File: src/rtl/ip_if.sv
// Instruction-pointer control bus: front-end/microcode strobes into the IP
// register and the current IP back out.
interface ip_if;
    logic        start_instruction;
    logic        next_instruction;
    logic        rollback;
    logic [3:0]  inc;
    logic        wr_en;
    logic [15:0] wr_val;
    logic [15:0] val;

    modport master (
        output start_instruction,
        output next_instruction,
        output rollback,
        output inc,
        output wr_en,
        output wr_val,
        input  val
    );

    modport slave (
        input  start_instruction,
        input  next_instruction,
        input  rollback,
        input  inc,
        input  wr_en,
        input  wr_val,
        output val
    );
endinterface

File: src/rtl/ip.sv
// 16-bit instruction pointer with length-based advance, absolute loads and
// rollback to the start address of the current instruction.
module ip (
    input  logic clk,
    input  logic reset,
    ip_if.slave  bus
);

    logic [15:0] cur;
    logic [15:0] start_addr;
    logic [15:0] cur_plus_inc;

    // Truncating add: wrap past 0xFFFF is intended and silent.
    assign cur_plus_inc = cur + {12'h000, bus.inc};

    // Loads beat rollback beats advance; the start capture always sees the
    // pre-edge cur, so it is unaffected by a same-cycle rollback or advance.
    always_ff @(posedge clk or negedge reset) begin
        if (!reset) begin
            cur        <= 16'h0000;
            start_addr <= 16'h0000;
        end else begin
            if (bus.wr_en) begin
                cur <= bus.wr_val;
            end else if (bus.rollback) begin
                cur <= start_addr;
            end else if (bus.start_instruction) begin
                cur <= cur_plus_inc;
            end

            if (bus.wr_en) begin
                start_addr <= bus.wr_val;
            end else if (bus.next_instruction) begin
                start_addr <= cur;
            end
        end
    end

    assign bus.val = cur;

endmodule

File: src/flat_wrapper.sv
// flat-port wrapper written by rule: the top's interface ports become plain ports
module ip_flat 
  (clk, reset, bus_start_instruction, bus_next_instruction, bus_rollback, bus_inc, bus_wr_en, bus_wr_val, bus_val);
  ip_if bus_i ();
  input  logic clk;
  input  logic reset;
  input wire logic [$bits(bus_i.start_instruction)-1:0] bus_start_instruction;
  input wire logic [$bits(bus_i.next_instruction)-1:0] bus_next_instruction;
  input wire logic [$bits(bus_i.rollback)-1:0] bus_rollback;
  input wire logic [$bits(bus_i.inc)-1:0] bus_inc;
  input wire logic [$bits(bus_i.wr_en)-1:0] bus_wr_en;
  input wire logic [$bits(bus_i.wr_val)-1:0] bus_wr_val;
  output wire logic [$bits(bus_i.val)-1:0] bus_val;
  assign bus_i.start_instruction = bus_start_instruction;
  assign bus_i.next_instruction = bus_next_instruction;
  assign bus_i.rollback = bus_rollback;
  assign bus_i.inc = bus_inc;
  assign bus_i.wr_en = bus_wr_en;
  assign bus_i.wr_val = bus_wr_val;
  assign bus_val = bus_i.val;
  ip u_core (.clk(clk), .reset(reset), .bus(bus_i));
endmodule
File: config.mk
export PLATFORM = sky130hd
export DESIGN_NAME = ip_flat
export DESIGN_NICKNAME = d
export VERILOG_FILES = /design/src/rtl/ip_if.sv /design/src/rtl/ip.sv /design/src/flat_wrapper.sv
export SDC_FILE = /design/constraint.sdc
export NUM_CORES = 1
export LEC_CHECK = 0
export ABC_AREA = 1
export CORE_ASPECT_RATIO = 1.75
export CORE_MARGIN = 4
export CORE_UTILIZATION = 50
export DETAILED_ROUTE_END_ITERATION = 10
export PLACE_DENSITY = 0.84
export SLEW_MARGIN = 25
export SYNTH_ARGS = -nofsm -noshare
export SYNTH_HDL_FRONTEND = slang
export SYNTH_SLANG_ARGS = --single-unit
File: constraint.sdc
create_clock -name clk -period 3.54 [get_ports clk]
set_input_delay 0.354 -clock clk [delete_from_list [all_inputs] [get_ports clk]]
set_output_delay 0.354 -clock clk [all_outputs]
set_load 0.01 [all_outputs]
Word-level counts from Yosys, hierarchy flattened:

Index checks and enable logic that the tools add are counted.

* output and inout bits: 16
* flip-flop bits (word level): 32
* bits of input ports: 26
* word-level logic and storage cells: 10

* reduce and logical (&&, ||, !) cells: 2
* multiplexer cells: 5
* add/subtract/negate cells: 1

Operators by type and width (number)
* 2-to-1 mux 16 bit: 5
* adder 16 x 4 -> 16 bit: 1
* nonzero test 3 bit: 1
* nonzero test 2 bit: 1

Logic depth before layout (Yosys ltp):

Gate-level depths: netlist of the first run.

* word-level depth: 4
* gate-level depth with buffers: 10
* depth with buffers taken out: 10

Worst setup path before layout of the first run:

No wires, ideal clock.

* kind: register to register
* from: register u_core.cur[0], in the netlist u_core.bus.val[0]
* to: register u_core.cur[4], in the netlist u_core.bus.val[4]
* setup time: 131 ps
* clock period less this slack: 1768 ps
* path slack: 1772 ps
* data arrival time: 1638 ps
* stages on the path, launching flop included: 8
* path buffers: 0
* required time: 3409 ps
* path through: dfrtp_1 > ha_1 > fa_1 > nand3_1 > nand2_1 > xor2_1 > o21ai_0 > a22oi_1

* word-level cells in the longest chain between the ends: 4

RTL lines
* from (decl): RTL line ip.sv:9 `logic [15:0] cur;`
* from (signal assigned): RTL line ip.sv:24 `cur <= bus.wr_val;`
* from (signal assigned): RTL line ip.sv:26 `cur <= start_addr;`
* from (signal assigned): RTL line ip.sv:28 `cur <= cur_plus_inc;`
* adder 16 x 4 -> 16 bit: RTL line ip.sv:14 `assign cur_plus_inc = cur + {12'h000, bus.inc};`
* 2-to-1 mux 16 bit: RTL line ip.sv:27 `end else if (bus.start_instruction) begin`
* 2-to-1 mux 16 bit: RTL line ip.sv:25 `end else if (bus.rollback) begin`
* 2-to-1 mux 16 bit: RTL line ip.sv:23 `if (bus.wr_en) begin`

No other way between the ends. The select of a mux whose other input is x is not followed.
A chain may end at the register's enable or synchronous reset.

Final worst setup path of the first run:

* from: input bus_inc[0]
* to: register u_core.cur[4], in the netlist u_core.bus.val[4]

* word-level cells in the longest chain between the ends: 4

RTL lines
* from (decl): RTL line flat_wrapper.sv:10 `input wire logic [$bits(bus_i.inc)-1:0] bus_inc;`
* adder 16 x 4 -> 16 bit: RTL line ip.sv:14
* 2-to-1 mux 16 bit: RTL line ip.sv:27
* 2-to-1 mux 16 bit: RTL line ip.sv:25
* 2-to-1 mux 16 bit: RTL line ip.sv:23

No other way between the ends. The select of a mux whose other input is x is not followed.

==> metrics, run 1 <==
register area share after synthesis 37.98%; flop and latch count out of synthesis 32; CP required 3690 ps; hold-fix buffer count after cts 0; RSZ-0062 raised after global routing no; PD cells 410.7 nW/um^2; GRT Util Overall 22.75%; clk_lat worst skew 290 ps; dpl hpwl 4.116 mm; min Tclk post-route 1985 ps; leakage 0.001220 uW; die width 57.09 um; post-synthesis cell area 2108 sq um; initial core utilization 51.28%; CTS H-tree lvls 2; GRT overflow 0; Clock Root Buffer clkbuf_8; Worst-Margin Slew 630.6 ps; Fin. Hold Viols 0; Unique masters post-synth 31; max_cap viols 0; Antenna Cells 0; Fin Hold WS 468.8 ps; r2r worst-path depth 7; area grow syn2layout 24.69%; Max Slew Vio Count 0; Reg-to-Reg Start u_core.bus.val[0]; die area 5360 sq um; Rows 31; vias in the first global route 2,131; CTS Buf Count 5; GP Congestion 0.8574; Fmax 503.8 MHz; Iteration-0 DRC Markers 100; hold crit path type input pin to async pin; IO Count 42; antenna viol nets, final 0; via count 2,142; Net Count, Synth 314; post-CTS sizing 0; crit-path max FO 6; largest net degree at the start of global routing 39; PortBufs 41; Final Cycle Share 56.07%; fraction of layout cells with a size suffix above 1 9.317%; clock sink total 32; setup bufs post-CTS 0; drc violations 0; run status finished, final reports clean; Post-Syn Area per Cell 7.450 sq um; arrival time of the worst setup path 2130 ps; Final Setup Violations 0; WL final 5.702 mm; nets 353; YS warnings 0; Register-to-Register Setup Slack 1600 ps; slew margin rel. 57.82%; CTS tree yes; CP Capture Type register; Critical Path Start Type input pin; first-pass GRT wire length 9.584 mm; final setup TNS 0 ps; Worst IR Drop VDD 0.3086 mV; vias per cell 5.774; routed len/inst 15.37 um; initial antenna violation count 0; reg2reg end u_core.bus.val[4]; Clk pin slew, worst setup/hold paths 70 ps; Core Area 4111 sq um; Vert. Die Dim 93.90 um; DR pass1 iterations 5; WS Path Type input pin to register; post-synthesis cell count 283; Clock Skews 4.393 ps; Max Root-Sink Buffers 2
==> sequential cells by signal, summed over array words and instances (netlist names) <==
name / flops
u_core.bus.val: 16
u_core.start_addr: 16
==> area by class of cell <==
class / count / area, sq um
timing repair buffer: 45 / 440.4
fill: 401 / 1483
tap: 49 / 61.31
inverter: 41 / 153.9
sequential: 32 / 800.8
multi-input combinational: 197 / 1076
clock buffer: 7 / 96.34
==> layer usage <==
layer	share of wire (%)	vias to the layer above	GRT usage, %	wire [um]
li1	-	1030	-	-
met1	37	1012	25.55	2100
met2	54	83	39.79	3065
met3	5.8	17	4.264	333
met4	3.5	0	11.99	202
met5	0	-	0	0
==> worst max path at each step <==
stage                     slack (ps)                 to               from
final                           1560  u_core.bus.val[4]         bus_inc[0]
after global routing            1400  u_core.bus.val[4]         bus_inc[0]
after CTS                       1540  u_core.bus.val[4]         bus_inc[0]
after detailed placement        1230  u_core.bus.val[4]         bus_inc[0]
after global placement          1280  u_core.bus.val[4]         bus_inc[0]
after floorplan                 1770  u_core.bus.val[4]  u_core.bus.val[0]
==> Yosys cell counts <==
cell	n	area [sq um]
a22oi_1	4	30.03
ha_1	4	50.05
xor2_1	2	17.52
buf_2	7	35.03
o21ai_1	2	10.01
clkbuf_2	1	5.000
o311ai_0	1	8.760
fa_1	1	20.02
nor2_1	16	60.06
buf_6	1	11.26
inv_1	37	138.9
dfrtp_1	32	800.8
a31oi_1	3	18.77
nor2_2	4	25.02
o221ai_1	15	131.4
inv_2	4	15.01
nand2_1	64	240.2
o21ai_0	5	25.02
nand2_2	4	25.02
buf_4	3	22.52
nor2_4	1	11.26
nand3_1	30	150.1
a21oi_2	2	17.52
nand4_1	3	18.77
nor3_4	2	32.53
clkbuf_1	1	3.750
a21oi_1	26	130.1
o211ai_1	3	22.52
or2_2	1	6.260
nand3_2	1	10.01
nor3_1	3	15.01
==> where the power goes <==
group	leakage, uW	internal, uW	switching [uW]
Clock	0.0000503	173	132
Sequential	0.000383	409	43.5
Combinational	0.000787	142	180
==> cell usage in the layout (no fill, tap or decap), types with 3 or more instances in the layout <==
cell type	synthesis	final
inv_1	37	37
nor2_1	16	16
inv_2	4	4
nor3_1	3	3
nand3_1	30	30
nand2_1	64	64
dfrtp_1	32	32
nand2_2	4	4
nand4_1	3	3
o21ai_0	5	5
a31oi_1	3	3
ha_1	4	4
nor2_2	4	4
a21oi_1	26	26
a22oi_1	4	4
clkdlybuf4s50_1	0	41
o221ai_1	15	15
clkbuf_8	0	7
o211ai_1	3	3
buf_4	3	4
==> through the flow <==
stage	cells	instance area, sq um	power (uW)	setup WS (ps)	utilization [%]
detailed placement	364	2532	780.0	1230	61.59
finish	371	2629	1080	1555	63.94
global route	371	2629	1139	1399	63.94
global placement	364	2532	770.6	1275	61.59
CTS	371	2629	1087	1541	63.94
floorplan	283	2108	643.1	1772	-
==> logic make-up after synthesis <==
group	Yosys count	synth area share, %
buffers and inverters	54	10.98
AO/OA/AOI/OAI	61	18.69
flip-flops	32	37.98
AND/OR/NAND/NOR	129	28.19
adder cells (fa/ha/maj)	5	3.324
XOR/XNOR	2	0.8310
==> worst max-delay path: stages <==
cell,delay [ps]
clkdlybuf4s50_1,400
ha_1,230
fa_1,440
nand3_1,110
nand2_1,150
xor2_1,190
o21ai_0,170
a22oi_1,80
No activity file was read; power rests on OpenSTA's default activity.
==> run 2: changes to the inputs <==
clock period = 1.91 ns   (was 3.54 ns; I/O delays follow)
==> metrics, run 2 (synthesis gave the netlist of run 1 again) <==
Fin. Hold Viols 0 (unchanged); IO Count 42 (unchanged); via count 2,127 (was 2,142); Critical Path Start Type register (was input pin); Clock Root Buffer clkbuf_8 (unchanged); most frequent cells in the layout nand2_1, clkdlybuf4s50_1, inv_1 (unchanged); vias in the first global route 2,136 (was 2,131); die width 57.09 um (unchanged); PD cells 748.1 nW/um^2 (was 410.7 nW/um^2); min Tclk post-route 1787 ps; GRT Util Overall 22.89% (was 22.75%); reg2reg end u_core.bus.val[12] (was u_core.bus.val[4]); vias per cell 5.612 (was 5.774); DR pass1 iterations 4 (was 5); antenna viol nets, final 0 (unchanged); Iteration-0 DRC Markers 95 (was 100); Reg-to-Reg Start u_core.bus.val[3] (was u_core.bus.val[0]); initial antenna violation count 0 (unchanged); routed len/inst 15.36 um (was 15.37 um); CP Capture Type register (unchanged); Clk pin slew, worst setup/hold paths 70 ps (about the same); WL final 5.823 mm (was 5.702 mm); Max Root-Sink Buffers 2 (unchanged); arrival time of the worst setup path 2010 ps (was 2130 ps); r2r worst-path depth 8 (was 7); GRT overflow 0 (unchanged); crit path to u_core.bus.val[12] (was u_core.bus.val[4]); area grow syn2layout 27.24% (was 24.69%); timing startpoint of the critical path u_core.bus.val[3] (was bus_inc[0]); Max Slew Vio Count 0 (unchanged); Final Cycle Share 93.55%; WS Path Type register to register (was input pin to register); Rows 31 (unchanged); Fmax 559.7 MHz; Worst IR Drop VDD 0.6233 mV (was 0.3086 mV); clk_lat worst skew 290 ps (about the same); hold crit path type input pin to async pin (unchanged); Final Setup Violations 0 (unchanged); run status finished, final reports clean (unchanged); initial core utilization 51.28% (unchanged); Vert. Die Dim 93.90 um (unchanged); Post-DP Area 2585 sq um (was 2532 sq um); Register-to-Register Setup Slack 120 ps (was 1600 ps); first-pass GRT wire length 9.549 mm (was 9.584 mm); Clock Skews 7.942 ps (was 4.393 ps); clock sink total 32 (unchanged); fraction of layout cells with a size suffix above 1 12.12% (was 9.317%); max_cap viols 0 (unchanged); CTS tree yes (unchanged); leakage 0.001253 uW (was 0.001220 uW); die area 5360 sq um (unchanged); Core Area 4111 sq um (unchanged); GP Congestion 0.8758 (was 0.8574); final instance area 2683 sq um (was 2629 sq um); CTS Buf Count 5 (unchanged); nets 360 (was 353); Fin Hold WS 301.8 ps (was 468.8 ps); PortBufs 41 (unchanged); crit-path max FO 6 (unchanged); largest net degree at the start of global routing 33 (was 39); drc violations 0 (unchanged); CP required 2130 ps (was 3690 ps); CTS H-tree lvls 2 (unchanged); Worst-Margin Slew 440.0 ps (was 630.6 ps); dpl hpwl 4.271 mm (was 4.116 mm); most common cell after layout, fill and taps aside nand2_1 (unchanged); Antenna Cells 0 (unchanged); slew margin rel. 70.63% (was 57.82%)
## run 2: cell types whose count changed in the layout (fill, tap and decap cells not counted), sizes merged
cell | before | now
clkinv | 0 | 2
buf | 4 | 11
clkbuf | 7 | 6
## run 2: final cells by class
type | count | area (sq um)
Clock inverter | 2 | 10.01
Sequential cell | 32 | 800.8
Tap cell | 49 | 61.31
Clock buffer | 6 | 82.58
Multi-Input combinational cell | 197 | 1081
Inverter | 41 | 153.9
Timing Repair Buffer | 52 | 493.0
Fill cell | 379 | 1429
## run 2: timing repair
action                                  CTS  global route
resized for setup                         0             3
hold buffers                              0             0
endpoints found under the setup margin    0             3
endpoints found under the hold margin     0             0
buffers inserted                          0             0
## run 2: worst min path at each step
stage	cells after the start	from	endpoint
6_report	2	reset	u_core.bus.val[5]
5_1_grt	2	reset	u_core.start_addr[15]
4_1_cts	2	reset	u_core.bus.val[12]
3_5_place_dp	2	u_core.start_addr[0]	u_core.start_addr[0]
3_3_place_gp	2	u_core.start_addr[4]	u_core.start_addr[4]
2_1_floorplan	0	reset	u_core.bus.val[0]
## run 2: through the flow
stage / std cells / total power [uW] / TNS (ps) / utilization, % / setup WS (ps)
6_report: 379 / 2007 / 0 / 65.25 / 123.2
5_1_grt: 379 / 2121 / -81.62 / 65.25 / -42.74
4_1_cts: 379 / 2012 / 0 / 65.12 / 88.21
3_5_place_dp: 371 / 1456 / -355.4 / 62.87 / -98.64
3_3_place_gp: 371 / 1439 / -159.9 / 62.87 / -60.22
2_1_floorplan: 283 / 1192 / 0 / - / 141.5
## run 2: routing by layer
metal  share of wire [%]  up-vias  global-route usage [%]
li1                    -     1041                       -
met1                  38      998                   24.24
met2                  54       70                   40.84
met3                 5.2       18                   4.814
met4                 3.0        0                   12.96
met5                   0        -                       0
## run 2: worst max-delay path, cell delays in order, from the launching register on
cell,delay [ps]
dfrtp_1,420
ha_1,370
a21oi_1,320
nand2_2,160
nand3_1,140
nand2_1,70
nand2_1,60
o21ai_1,60
a21oi_1,120
## run 2: report_power, final
| group | total (uW) | internal (uW) | leakage, uW | switching [uW] |
|---|---|---|---|---|
| Clock | 555 | 288 | 0.0000510 | 267 |
| Combinational | 615 | 275 | 0.000820 | 340 |
| Sequential | 838 | 758 | 0.000383 | 79.4 |
| Total | 2010 | 1320 | 0.00125 | 686 |
